--- config.mk ---
export PLATFORM = sky130hd
export DESIGN_NAME = instr_fetch_unit
export DESIGN_NICKNAME = d
export VERILOG_FILES = /design/src/rtl/instr_fetch_unit_pkg.sv /design/src/rtl/instr_fetch_unit_fetch_queue.sv /design/src/rtl/instr_fetch_unit.sv
export SDC_FILE = /design/constraint.sdc
export NUM_CORES = 1
export LEC_CHECK = 0
export CAP_MARGIN = 20
export CORE_ASPECT_RATIO = 1.5
export CORE_MARGIN = 2
export CORE_UTILIZATION = 45
export CTS_BUF_LIST = sky130_fd_sc_hd__clkbuf_4 sky130_fd_sc_hd__clkbuf_8
export DETAILED_ROUTE_END_ITERATION = 12
export PLACE_DENSITY = 0.8
export SLEW_MARGIN = 20
export SYNTH_ARGS = -nofsm -noshare
export SYNTH_HDL_FRONTEND = slang
export SYNTH_SLANG_ARGS = --single-unit
--- constraint.sdc ---
create_clock -name clk -period 7.85 [get_ports clk]
set_input_delay 2.355 -clock clk [delete_from_list [all_inputs] [get_ports clk]]
set_output_delay 2.355 -clock clk [all_outputs]
set_load 0.01 [all_outputs]
--- src/rtl/instr_fetch_unit_pkg.sv ---
// Shared fetch-unit definitions: boot PC, instruction width, FSM encodings, queue entry layout.
package instr_fetch_unit_pkg;
  localparam logic [31:0] RESET_PC_DEF = 32'd4096;
  localparam int          INSTR_W      = 32;

  localparam logic [0:0] S_FETCH = 1'b0;
  localparam logic [0:0] S_FLUSH = 1'b1;

  typedef struct packed {
    logic [31:0]        pc;
    logic [INSTR_W-1:0] instr;
  } ifq_entry_t;
endpackage

--- src/rtl/instr_fetch_unit_fetch_queue.sv ---
// Small show-ahead FIFO with async reset and a synchronous clear that wins over push/pop.
module fetch_queue #(
  parameter int DEPTH = 2,
  parameter int W     = 64,
  parameter int CNT_W = 2
) (
  input  logic             clk,
  input  logic             rst_i,
  input  logic             clr_i,
  input  logic             push_i,
  input  logic [W-1:0]     din_i,
  input  logic             pop_i,
  output logic [W-1:0]     dout_o,
  output logic             full_o,
  output logic             empty_o,
  output logic [CNT_W-1:0] count_o
);
  localparam int PW = (DEPTH > 1) ? $clog2(DEPTH) : 1;

  logic [W-1:0]     mem_q [DEPTH];
  logic [PW-1:0]    rd_ptr_q, wr_ptr_q;
  logic [CNT_W-1:0] count_q;
  logic             do_push, do_pop;

  function automatic logic [PW-1:0] inc(input logic [PW-1:0] p);
    return (p == PW'(DEPTH - 1)) ? '0 : p + PW'(1);
  endfunction

  assign empty_o = (count_q == '0);
  assign full_o  = (count_q == CNT_W'(DEPTH));
  assign count_o = count_q;
  assign dout_o  = mem_q[rd_ptr_q];
  assign do_pop  = pop_i & ~empty_o;
  // A full queue still accepts a push when the head leaves the same cycle.
  assign do_push = push_i & (~full_o | do_pop);

  always_ff @(posedge clk or posedge rst_i) begin
    if (rst_i) begin
      rd_ptr_q <= '0;
      wr_ptr_q <= '0;
      count_q  <= '0;
    end else if (clr_i) begin
      rd_ptr_q <= '0;
      wr_ptr_q <= '0;
      count_q  <= '0;
    end else begin
      if (do_push) wr_ptr_q <= inc(wr_ptr_q);
      if (do_pop)  rd_ptr_q <= inc(rd_ptr_q);
      case ({do_push, do_pop})
        2'b10:   count_q <= count_q + CNT_W'(1);
        2'b01:   count_q <= count_q - CNT_W'(1);
        default: count_q <= count_q;
      endcase
    end
  end

  always_ff @(posedge clk) begin
    if (do_push && !clr_i) mem_q[wr_ptr_q] <= din_i;
  end
endmodule

--- src/rtl/instr_fetch_unit.sv ---
// Instruction fetch: credit-limited in-order imem reads, PC-tagged fetch queue, redirect flush.
module instr_fetch_unit
  import instr_fetch_unit_pkg::*;
#(
  parameter logic [31:0] RESET_PC = RESET_PC_DEF,
  parameter int          DEPTH    = 2,
  parameter int          CNT_W    = 2
) (
  input  logic               clk,
  input  logic               resetPC,
  input  logic [31:0]        pc_cur,
  output logic [31:0]        pc_next,
  input  logic               redirect_valid,
  input  logic [31:0]        redirect_pc,
  output logic               imem_req_valid,
  output logic [31:0]        imem_req_addr,
  input  logic               imem_req_ready,
  input  logic               imem_resp_valid,
  input  logic [INSTR_W-1:0] imem_resp_data,
  output logic               ifq_valid,
  output logic [INSTR_W-1:0] ifq_instr,
  output logic [31:0]        ifq_pc,
  input  logic               ifq_ready
);
  logic [0:0]       state_q, state_d;
  logic [CNT_W-1:0] outst_q, outst_d, drop_q, drop_d;
  logic [CNT_W-1:0] occ, tag_cnt;
  logic [CNT_W:0]   inflight_sum;
  logic             fire, resp, push, pop;
  logic             q_full, q_empty, tag_full, tag_empty;
  logic [31:0]      tag_head;
  ifq_entry_t       wr_ent, head;

  // Credits: queued words plus reads in flight never exceed the queue depth.
  assign inflight_sum   = {1'b0, occ} + {1'b0, outst_q};
  assign imem_req_valid = ~resetPC & (state_q == S_FETCH) &
                          (inflight_sum < (CNT_W+1)'(DEPTH)) & ~redirect_valid;
  assign imem_req_addr  = pc_cur & ~32'd3;
  assign fire = imem_req_valid & imem_req_ready;
  assign resp = imem_resp_valid;
  assign push = resp & (drop_q == '0) & ~redirect_valid;
  assign pop  = ifq_valid & ifq_ready;

  always_comb begin
    if (resetPC)             pc_next = RESET_PC;
    else if (redirect_valid) pc_next = redirect_pc & ~32'd3;
    else if (fire)           pc_next = pc_cur + 32'd4;
    else                     pc_next = pc_cur;
  end

  always_comb begin
    outst_d = outst_q;
    case ({fire, resp})
      2'b10:   outst_d = outst_q + CNT_W'(1);
      2'b01:   outst_d = outst_q - CNT_W'(1);
      default: outst_d = outst_q;
    endcase
    // Everything still in flight after a redirect belongs to the old path.
    drop_d = drop_q;
    if (redirect_valid)               drop_d = outst_d;
    else if (resp && drop_q != '0)    drop_d = drop_q - CNT_W'(1);
    state_d = state_q;
    case (state_q)
      S_FETCH: if (redirect_valid && outst_d != '0) state_d = S_FLUSH;
      default: if (drop_d == '0)                    state_d = S_FETCH;
    endcase
  end

  always_ff @(posedge clk or posedge resetPC) begin
    if (resetPC) begin
      state_q <= S_FETCH;
      outst_q <= '0;
      drop_q  <= '0;
    end else begin
      state_q <= state_d;
      outst_q <= outst_d;
      drop_q  <= drop_d;
    end
  end

  // Tags are never cleared: each outstanding read retires its tag when it returns.
  fetch_queue #(.DEPTH(DEPTH), .W(32), .CNT_W(CNT_W)) u_tag_q (
    .clk(clk), .rst_i(resetPC), .clr_i(1'b0),
    .push_i(fire), .din_i(pc_cur), .pop_i(resp), .dout_o(tag_head),
    .full_o(tag_full), .empty_o(tag_empty), .count_o(tag_cnt)
  );

  assign wr_ent = '{pc: tag_head, instr: imem_resp_data};

  fetch_queue #(.DEPTH(DEPTH), .W($bits(ifq_entry_t)), .CNT_W(CNT_W)) u_ifq (
    .clk(clk), .rst_i(resetPC), .clr_i(redirect_valid),
    .push_i(push), .din_i(wr_ent), .pop_i(pop), .dout_o(head),
    .full_o(q_full), .empty_o(q_empty), .count_o(occ)
  );

  assign ifq_valid = ~q_empty;
  assign ifq_pc    = head.pc;
  assign ifq_instr = head.instr;

  a_resp_expected: assert property (@(posedge clk) disable iff (resetPC)
    resp |-> (outst_q != '0) && !tag_empty);
  a_tags_track:    assert property (@(posedge clk) disable iff (resetPC)
    tag_cnt == outst_q);
  a_no_overflow:   assert property (@(posedge clk) disable iff (resetPC)
    !(fire && tag_full) && !(push && q_full && !pop));
endmodule

==> impl_metrics.tcl, run 1 <==
set metrics [dict create \
    run_status "finished clean" \
    clockBufferDepth 3 \
    clkTransAtPathRegs_ps 70 \
    final_nets 911 \
    startpoint_type "input pin" \
    wl_per_cell_um 18.8 \
    final.setup.tns_ps 0 \
    ctsHoldBuffers 0 \
    drc_errors 0 \
    yosysMostFrequentCell "edfxtp_1" \
    first_iter_violations 256 \
    synth_edf_count 192 \
    vias_per_cell 5.19 \
    cts_tree "built" \
    coreArea_sq_um 19500 \
    yosysWarningCount 0 \
    fmax_mhz 133 \
    yosysTopAreaCell "edfxtp_1" \
    via_count 5637 \
    maxCapViolCount 0 \
    finalInstanceArea_sq_um 12000 \
    ys.flop_type "edfxtp_1" \
    hold_path_class "flip-flop to flip-flop" \
    cp_slowest_cell "clkdlybuf4s50_1" \
    placed_cells 1032 \
    fin_skew_ps 19.8 \
    hold_viol 0 \
    grt_pass1_wl_um 31900 \
    nFillCells 1537 \
    placed_area_sq_um 11400 \
    power_uw 2850 \
    slew_headroom 0.299 \
    yosys-top-cells-area "edfxtp_1 (65%), mux2_2 (12%), dfrtp_1 (3.7%), buf_4 (2.7%), xor2_1 (2.1%)" \
    p_per_area_nw_per_um2 238 \
    die-area_sq_um 20900 \
    grt_max_degree 66 \
    crit_chain "clkdlybuf4s50_1 -> ha_1 -> nand3_1 -> nor4_4 -> buf_4 -> nand2_2 -> or4_1 -> nand3_1 -> clkdlybuf4s50_1" \
    worstPathArrival_ps 5140 \
    drt-total-wl_um 20400 \
    synthDominantCellAreaShare 0.649 \
    syn_area_sq_um 8890 \
    power_frac_comb 0.229 \
    grt_setup_unrepaired "no" \
    cp.required_ps 5500 \
    end_kind "output pin" \
    detail_route.first_pass.iterations 4 \
    fin_crit_sh 0.954 \
    yosys-top-cells-count "edfxtp_1 (192), mux2_2 (97), buf_4 (32)" \
    finalMaxSlewViolations 0 \
    die_x_um 119 \
    grt_overflow_total 0 \
    ys_seq_area_frac 0.685 \
    p_clk_frac 0.298 \
    crit_fanout 10 \
    cts_sinks 205 \
    final_util 0.613 \
    place_congestion 0.832 \
    seq_power_share 0.473 \
    ant_nets 0 \
    async_reset_ff_frac 0.0634 \
    yosysUniqueCellTypes 46 \
    ir_drop_mv 0.123 \
    dp_hpwl_um 13900 \
    regArea_sq_um 6090 \
    cts_max_level 1 \
    critPathKind "input pin to output pin" \
    cts_setup_buffers 0 \
    p_leak_uw 0.00402 \
    cpPeakStageDelay_ps 600 \
    worst_r2r_path_depth 7 \
    cts-root-buf "clkbuf_8" \
    drive_gt1_frac 0.215 \
    hold_depth 1 \
    syn-instance-count 576 \
    power.internal_uw 2120 \
    initial_core_util 0.455 \
    clk_latency_ps 530 \
    grtUsageTotal 0.193 \
    grt_pass1_vias 6055 \
    sw_frac_of_total 0.255 \
    worstMarginPinSlew_ps 1050 \
    port-buffer-count 227 \
    multi_input_area_sq_um 2480 \
    switching_power_uw 727 \
    fin_cells 1087 \
    setup_viol 0 \
    boundaryPins 232 \
    cts_buffers 29 \
    diodes 0 \
    syn_to_final_growth_pct 34.8 \
    ys_ff_latch 205 \
    rows 63 \
    syn_area_per_cell_sq_um 15.4 \
    period_needed_ps 7490 \
    die_y_um 176 \
    post_cts_resize_count 0 \
    antenna_found_initial 0 \
]
-- critical path: cells and delay by family --
kind | cells | cell delay, ps
adder cells (fa/ha/maj) | 1 | 220
buffers and inverters | 3 | 1380
AND/OR/NAND/NOR | 5 | 1180
-- cell usage in the layout (no fill, tap or decap), drive strengths merged, types with 2 or more instances in the layout --
| cell type | n |
|---|---|
| dfrtp | 13 |
| xnor2 | 13 |
| nand3 | 16 |
| nand4 | 16 |
| a311oi | 3 |
| nor3 | 5 |
| nor4 | 5 |
| clkbuf | 34 |
| a211oi | 14 |
| nor2 | 29 |
| inv | 5 |
| and3 | 6 |
| a21oi | 13 |
| o21ai | 15 |
| mux2 | 97 |
| nand2 | 29 |
| conb | 2 |
| and2 | 4 |
| buf | 23 |
| clkdlybuf4s50 | 227 |
| bufinv | 3 |
| ha | 4 |
| o311ai | 2 |
| clkinv | 17 |
| edfxtp | 192 |
| xor2 | 21 |
| or3 | 4 |
-- cells by family after synthesis --
kind of cell | after synthesis | synth area share
other cells | 1 | 0.000422
simple gates | 120 | 0.0701
mux | 98 | 0.124
fa+ha+maj | 5 | 0.00789
xor+xnor | 34 | 0.0335
compound gates | 53 | 0.0383
buf+inv | 60 | 0.0403
flops | 205 | 0.685
-- worst paths after layout --
check                                             start                              to  slack (ps)
hold reg to reg            u_tag_q.rd_ptr_q$_DFFE_PP0P_    u_tag_q.rd_ptr_q$_DFFE_PP0P_         470
max in group asynchronous                       resetPC      u_ifq.rd_ptr_q$_DFFE_PP0P_        5000
setup / recovery                              pc_cur[3]                     pc_next[28]         360
min in group asynchronous                       resetPC            outst_q[1]$_DFF_PP0_        2620
hold / removal             u_tag_q.rd_ptr_q$_DFFE_PP0P_    u_tag_q.rd_ptr_q$_DFFE_PP0P_         470
setup reg to reg           u_ifq.count_o[0]$_DFFE_PP0P_  u_tag_q.mem_q[0][15]$_DFFE_PP_        4670
-- metal layers --
layer / part of all wire / up-vias / GRT usage
li1: - / 2613 / -
met1: 0.39 / 2769 / 0.223
met2: 0.53 / 219 / 0.359
met3: 0.053 / 36 / 0.0307
met4: 0.027 / 0 / 0.0714
met5: 0 / - / 0
-- area by class of cell --
class	instances	share of cell area
Inverter	6	0.00188
Timing Repair Buffer	250	0.205
Sequential cell	205	0.509
Clock buffer	34	0.0365
Tap cell	260	0.0272
Multi-Input combinational cell	312	0.207
Clock inverter	20	0.0138
-- power by group through the flow --
stage / clock network [uW] / logic [uW] / registers [uW]
floorplan: 0 / 372 / 1360
global placement: 0 / 640 / 1370
detailed placement: 0 / 655 / 1370
CTS: 877 / 660 / 1350
global route: 918 / 704 / 1360
finish: 851 / 652 / 1350
-- registers in the layout (all words and copies together), names as in the netlist --
signal            count
u_tag_q.mem_q        64
u_ifq.wr_ptr_q        1
u_ifq.mem_q         128
u_tag_q.wr_ptr_q      1
u_ifq.count_o         2
drop_q                2
u_tag_q.count_o       2
state_q               1
u_ifq.rd_ptr_q        1
u_tag_q.rd_ptr_q      1
outst_q               2
-- stage by stage --
stage | setup WS, ps | hold slack, ps
3_3_place_gp | 392 | 456
3_5_place_dp | 371 | 458
6_report | 358 | 468
5_1_grt | 199 | 510
4_1_cts | 362 | 472
2_1_floorplan | 1190 | 468
Note: power is estimated with default switching activity, not from simulation.
==> inputs of run 2 (changes only) <==
SETUP_SLACK_MARGIN = 0.2   (was unset)
SLEW_MARGIN = unset   (was 20)
TNS_END_PERCENT = 30   (was unset)
==> impl_metrics.tcl, run 2 (same netlist as run 1, synthesis figures left out) <==
set metrics [dict create \
    clk_latency_ps 530 \
    power_uw 2850 \
    p_per_area_nw_per_um2 238 \
    startpoint_type "input pin" \
    clockBufferDepth 3 \
    grtUsageTotal 0.193 \
    critPathLaunch "pc_cur[6]" \
    grt_pass1_wl_um 31900 \
    detail_route.first_pass.iterations 4 \
    cts_buffers 29 \
    die_y_um 176 \
    cts_setup_buffers 0 \
    boundaryPins 232 \
    diodes 0 \
    critPathKind "input pin to output pin" \
    cp_slowest_cell "clkdlybuf4s50_1" \
    fmax_mhz 134 \
    final_nets 911 \
    via_count 5644 \
    fin_crit_sh 0.947 \
    drc_errors 0 \
    run_status "finished clean" \
    worstPathArrival_ps 5080 \
    finalMaxSlewViolations 0 \
    drive_gt1_frac 0.216 \
    hold_viol 0 \
    hold_path_class "flip-flop to flip-flop" \
    worstMarginPinSlew_ps 1050 \
    p_leak_uw 0.00402 \
    final_util 0.613 \
    cts-root-buf "clkbuf_8" \
    ir_drop_mv 0.123 \
    period_needed_ps 7440 \
    crit_fanout 10 \
    port-buffer-count 227 \
    multi_input_area_sq_um 2480 \
    cts_max_level 1 \
    ff2ff_setup_slack_ps 4670 \
    regArea_sq_um 6090 \
    cts_tree "built" \
    grt_pass1_vias 6055 \
    nFillCells 1536 \
    dp_hpwl_um 13900 \
    clkTransAtPathRegs_ps 70 \
    cp.required_ps 5500 \
    timing.rr.start "u_ifq.count_o[0]$_DFFE_PP0P_" \
    drt-total-wl_um 20400 \
    maxCapViolCount 0 \
    ant_nets 0 \
    cpPeakStageDelay_ps 740 \
    place_congestion 0.832 \
    grt_max_degree 66 \
    cts_sinks 205 \
    wl_per_cell_um 18.8 \
    first_iter_violations 260 \
    slew_headroom 0.298 \
    syn_to_final_growth_pct 34.9 \
    grt_overflow_total 0 \
    vias_per_cell 5.19 \
    timing.hold.ws_ps 468 \
    die-area_sq_um 20900 \
    die_x_um 119 \
    final.setup.tns_ps 0 \
    rows 63 \
    end_kind "output pin" \
    path_buf_inv 3 \
    path_common_cell "clkdlybuf4s50_1" \
    placed_cells 1032 \
    crit_family "buffers and inverters" \
    fin_cells 1087 \
    largest_reg_flops 128 \
    worst_r2r_path_depth 7 \
    critical_path_depth 8 \
    fin_skew_ps 19.7 \
    top_register "u_ifq.mem_q" \
    final_cell_mix "clkdlybuf4s50_1 (227), edfxtp_1 (192), mux2_2 (97)" \
    setup_viol 0 \
    final_common_cell "clkdlybuf4s50_1" \
    crit_chain "clkdlybuf4s50_1 -> nand4_1 -> nor4_4 -> buf_4 -> nand2_2 -> or4_1 -> nand3_1 -> clkdlybuf4s50_1" \
    initial_core_util 0.455 \
    largestRegisters "u_ifq.mem_q: 128 flops, u_tag_q.mem_q: 64 flops" \
    critical_path.endpoint "pc_next[28]" \
    antenna_found_initial 0 \
    grt_setup_unrepaired "no" \
    timing.rr.end "u_tag_q.mem_q[0][15]$_DFFE_PP_" \
    coreArea_sq_um 19500 \
]
[run 2: cell counts in the layout (fill, tap and decap cells not counted)]
No cell type changed its count.
[run 2: where the power goes]
part	leakage, uW	switching [uW]	internal (uW)
logic	0.00181	307	346
clock network	0.000313	381	469
registers	0.00189	38.8	1310
[run 2: layout make-up]
type | count | area share
Clock buffer | 34 | 0.0364
Inverter | 6 | 0.00188
Timing Repair Buffer | 250 | 0.205
Sequential cell | 205 | 0.508
Multi-Input combinational cell | 312 | 0.207
Clock inverter | 20 | 0.0138
Tap cell | 260 | 0.0271
[run 2: timing repair]
action	CTS	global route
hold buffers	0	0
endpoints found under the setup margin	0	1
gates resized for setup	0	1
[run 2: through the flow]
step | worst slack, ps | area (sq um)
finish | 413 | 12000
global route | 258 | 12000
CTS | 362 | 12000
detailed placement | 371 | 11400
global placement | 392 | 11400
floorplan | 1190 | 8900
[run 2: routing by layer]
layer  track usage  routed length, um  vias to the layer above
li1              -                  -                     2614
met1         0.223               7950                     2775
met2         0.359              10800                      219
met3        0.0307               1100                       36
met4        0.0714                552                        0
met5             0                  0                        -
[run 2: worst min-delay path by stage]
stage                                 startpoint                      endpoint  slack (ps)  cells past startpoint
CTS                 u_tag_q.rd_ptr_q$_DFFE_PP0P_  u_tag_q.rd_ptr_q$_DFFE_PP0P_         470                      1
global route        u_tag_q.rd_ptr_q$_DFFE_PP0P_  u_tag_q.rd_ptr_q$_DFFE_PP0P_         510                      1
floorplan           u_tag_q.wr_ptr_q$_DFFE_PP0P_  u_tag_q.wr_ptr_q$_DFFE_PP0P_         470                      1
detailed placement  u_tag_q.rd_ptr_q$_DFFE_PP0P_  u_tag_q.rd_ptr_q$_DFFE_PP0P_         460                      1
global placement    u_tag_q.rd_ptr_q$_DFFE_PP0P_  u_tag_q.rd_ptr_q$_DFFE_PP0P_         460                      1
finish              u_tag_q.rd_ptr_q$_DFFE_PP0P_  u_tag_q.rd_ptr_q$_DFFE_PP0P_         470                      1
[run 2: worst reg2reg max path, cell delays in order, from the launching register on]
cell and delay, ps:
dfrtp_1 450, and2_1 180, fa_1 460, or3_4 420, nor2_1 130, o311ai_0 150, buf_4 200, nor2_4 790
==> inputs of run 3 (changes only) <==
PLACE_DENSITY = 0.77   (was 0.8)
clock period = 6.95 ns   (was 7.85 ns; I/O delays follow)
==> impl_metrics.tcl, run 3 (same netlist as run 1, synthesis figures left out) <==
set metrics [dict create \
    hold_depth 1 \
    startpoint_type "input pin" \
    timing.rr.start "u_ifq.count_o[0]$_DFFE_PP0P_" \
    die_y_um 176 \
    grt_max_degree 65 \
    ant_nets 0 \
    final_common_cell "clkdlybuf4s50_1" \
    fin_crit_sh 0.963 \
    ir_drop_mv 0.117 \
    top_register "u_ifq.mem_q" \
    timing.rr.end "u_tag_q.mem_q[1][16]$_DFFE_PP_" \
    cp.required_ps 4870 \
    period_needed_ps 6690 \
    place_congestion 0.883 \
    hold_viol 0 \
    port-buffer-count 227 \
    final.setup.tns_ps 0 \
    worstMarginPinSlew_ps 1020 \
    clk_latency_ps 520 \
    cts_tree "built" \
    fin_cells 1101 \
    clkTransAtPathRegs_ps 60 \
    power_uw 3110 \
    cts_sinks 205 \
    final_nets 930 \
    drive_gt1_frac 0.232 \
    dp_hpwl_um 14900 \
    run_status "finished clean" \
    via_count 5758 \
    grtUsageTotal 0.194 \
    worst_r2r_path_depth 7 \
    die_x_um 119 \
    critical_path.endpoint "pc_next[8]" \
    grt_pass1_wl_um 31900 \
    rows 63 \
    wl_per_cell_um 19.1 \
    clockBufferDepth 3 \
    initial_core_util 0.455 \
    finalMaxSlewViolations 0 \
    grt_setup_unrepaired "yes" \
    grt_overflow_total 0 \
    largest_reg_flops 128 \
    final_cell_mix "clkdlybuf4s50_1 (224), edfxtp_1 (192), mux2_2 (97)" \
    crit_fanout 19 \
    diodes 0 \
    drt-total-wl_um 21000 \
    antenna_found_initial 0 \
    critPathLaunch "redirect_valid" \
    die-area_sq_um 20900 \
    setup_viol 0 \
    p_leak_uw 0.00411 \
    ctsHoldBuffers 0 \
    vias_per_cell 5.23 \
    cts_max_level 1 \
    critPathKind "input pin to output pin" \
    fin_skew_ps 12.4 \
    slew_headroom 0.319 \
    grt_pass1_vias 6194 \
    coreArea_sq_um 19500 \
    hold_path_class "flip-flop to flip-flop" \
    syn_to_final_growth_pct 35.6 \
    cts-root-buf "clkbuf_8" \
    fmax_mhz 149 \
    drc_errors 0 \
    p_per_area_nw_per_um2 258 \
    ff2ff_setup_slack_ps 3770 \
    detail_route.first_pass.iterations 4 \
    maxCapViolCount 0 \
    placed_cells 1050 \
    boundaryPins 232 \
    first_iter_violations 240 \
    cts_buffers 28 \
    worstPathArrival_ps 4610 \
    largestRegisters "u_ifq.mem_q: 128 flops, u_tag_q.mem_q: 64 flops" \
    end_kind "output pin" \
]
## run 3: cell count changes in the layout (fill, tap and decap cells not counted), sizes merged
cell           previous run  this run
clkdlybuf4s50           227       224
dlymetal6s2s              0         2
clkinv                   17        11
bufinv                    3         0
clkbuf                   34        38
buf                      23        43
clkinvlp                  1         0
dlygate4sd2               0         1
## run 3: final cells by class
cell class	count	area (sq um)
clock buffers	38	467
clock inverters	10	41.3
fillers	1523	7500
inverters	6	22.5
multi-input cells	312	2490
flip-flops and latches	205	6090
well taps	260	325
repair buffers	270	2610
## run 3: metrics by stage
stage	hold slack, ps	instance area [sq um]	setup WS, ps	util
finish	546	12000	258	0.616
global route	557	12000	152	0.616
CTS	549	12000	236	0.615
detailed placement	543	11500	143	0.588
global placement	520	11500	197	0.587
floorplan	468	8900	563	-
## run 3: critical path, cell delays in order
cell	delay, ps
clkdlybuf4s50_1	420
buf_4	220
nor2_1	270
nand3_1	290
nor3_1	360
xnor2_1	130
a211oi_1	260
clkdlybuf4s50_1	570
## run 3: routing by layer
metal / share of wire / up-vias / GRT usage
li1: - / 2654 / -
met1: 0.37 / 2860 / 0.210
met2: 0.55 / 209 / 0.374
met3: 0.053 / 35 / 0.0349
met4: 0.025 / 0 / 0.0670
met5: 0 / - / 0
## run 3: how the worst min path moves through the flow
stage / start / endpoint
floorplan: u_tag_q.wr_ptr_q$_DFFE_PP0P_ / u_tag_q.wr_ptr_q$_DFFE_PP0P_
global placement: u_tag_q.count_o[0]$_DFFE_PP0P_ / u_tag_q.count_o[0]$_DFFE_PP0P_
detailed placement: u_tag_q.count_o[0]$_DFFE_PP0P_ / u_tag_q.count_o[0]$_DFFE_PP0P_
CTS: u_tag_q.count_o[0]$_DFFE_PP0P_ / u_tag_q.count_o[0]$_DFFE_PP0P_
global route: u_tag_q.count_o[0]$_DFFE_PP0P_ / u_tag_q.count_o[0]$_DFFE_PP0P_
finish: u_tag_q.count_o[0]$_DFFE_PP0P_ / u_tag_q.count_o[0]$_DFFE_PP0P_
## run 3: repair_timing
item                                    in CTS  in global routing
resized for setup                            2                  4
pin swaps                                    1                  2
setup buffers                                1                  2
endpoints found under the setup margin       1                 18
## run 3: where the power goes
part	internal, uW	leakage [uW]	switching (uW)
combinational	398	0.00194	325
clock	431	0.000273	400
sequential	1480	0.00189	72.7
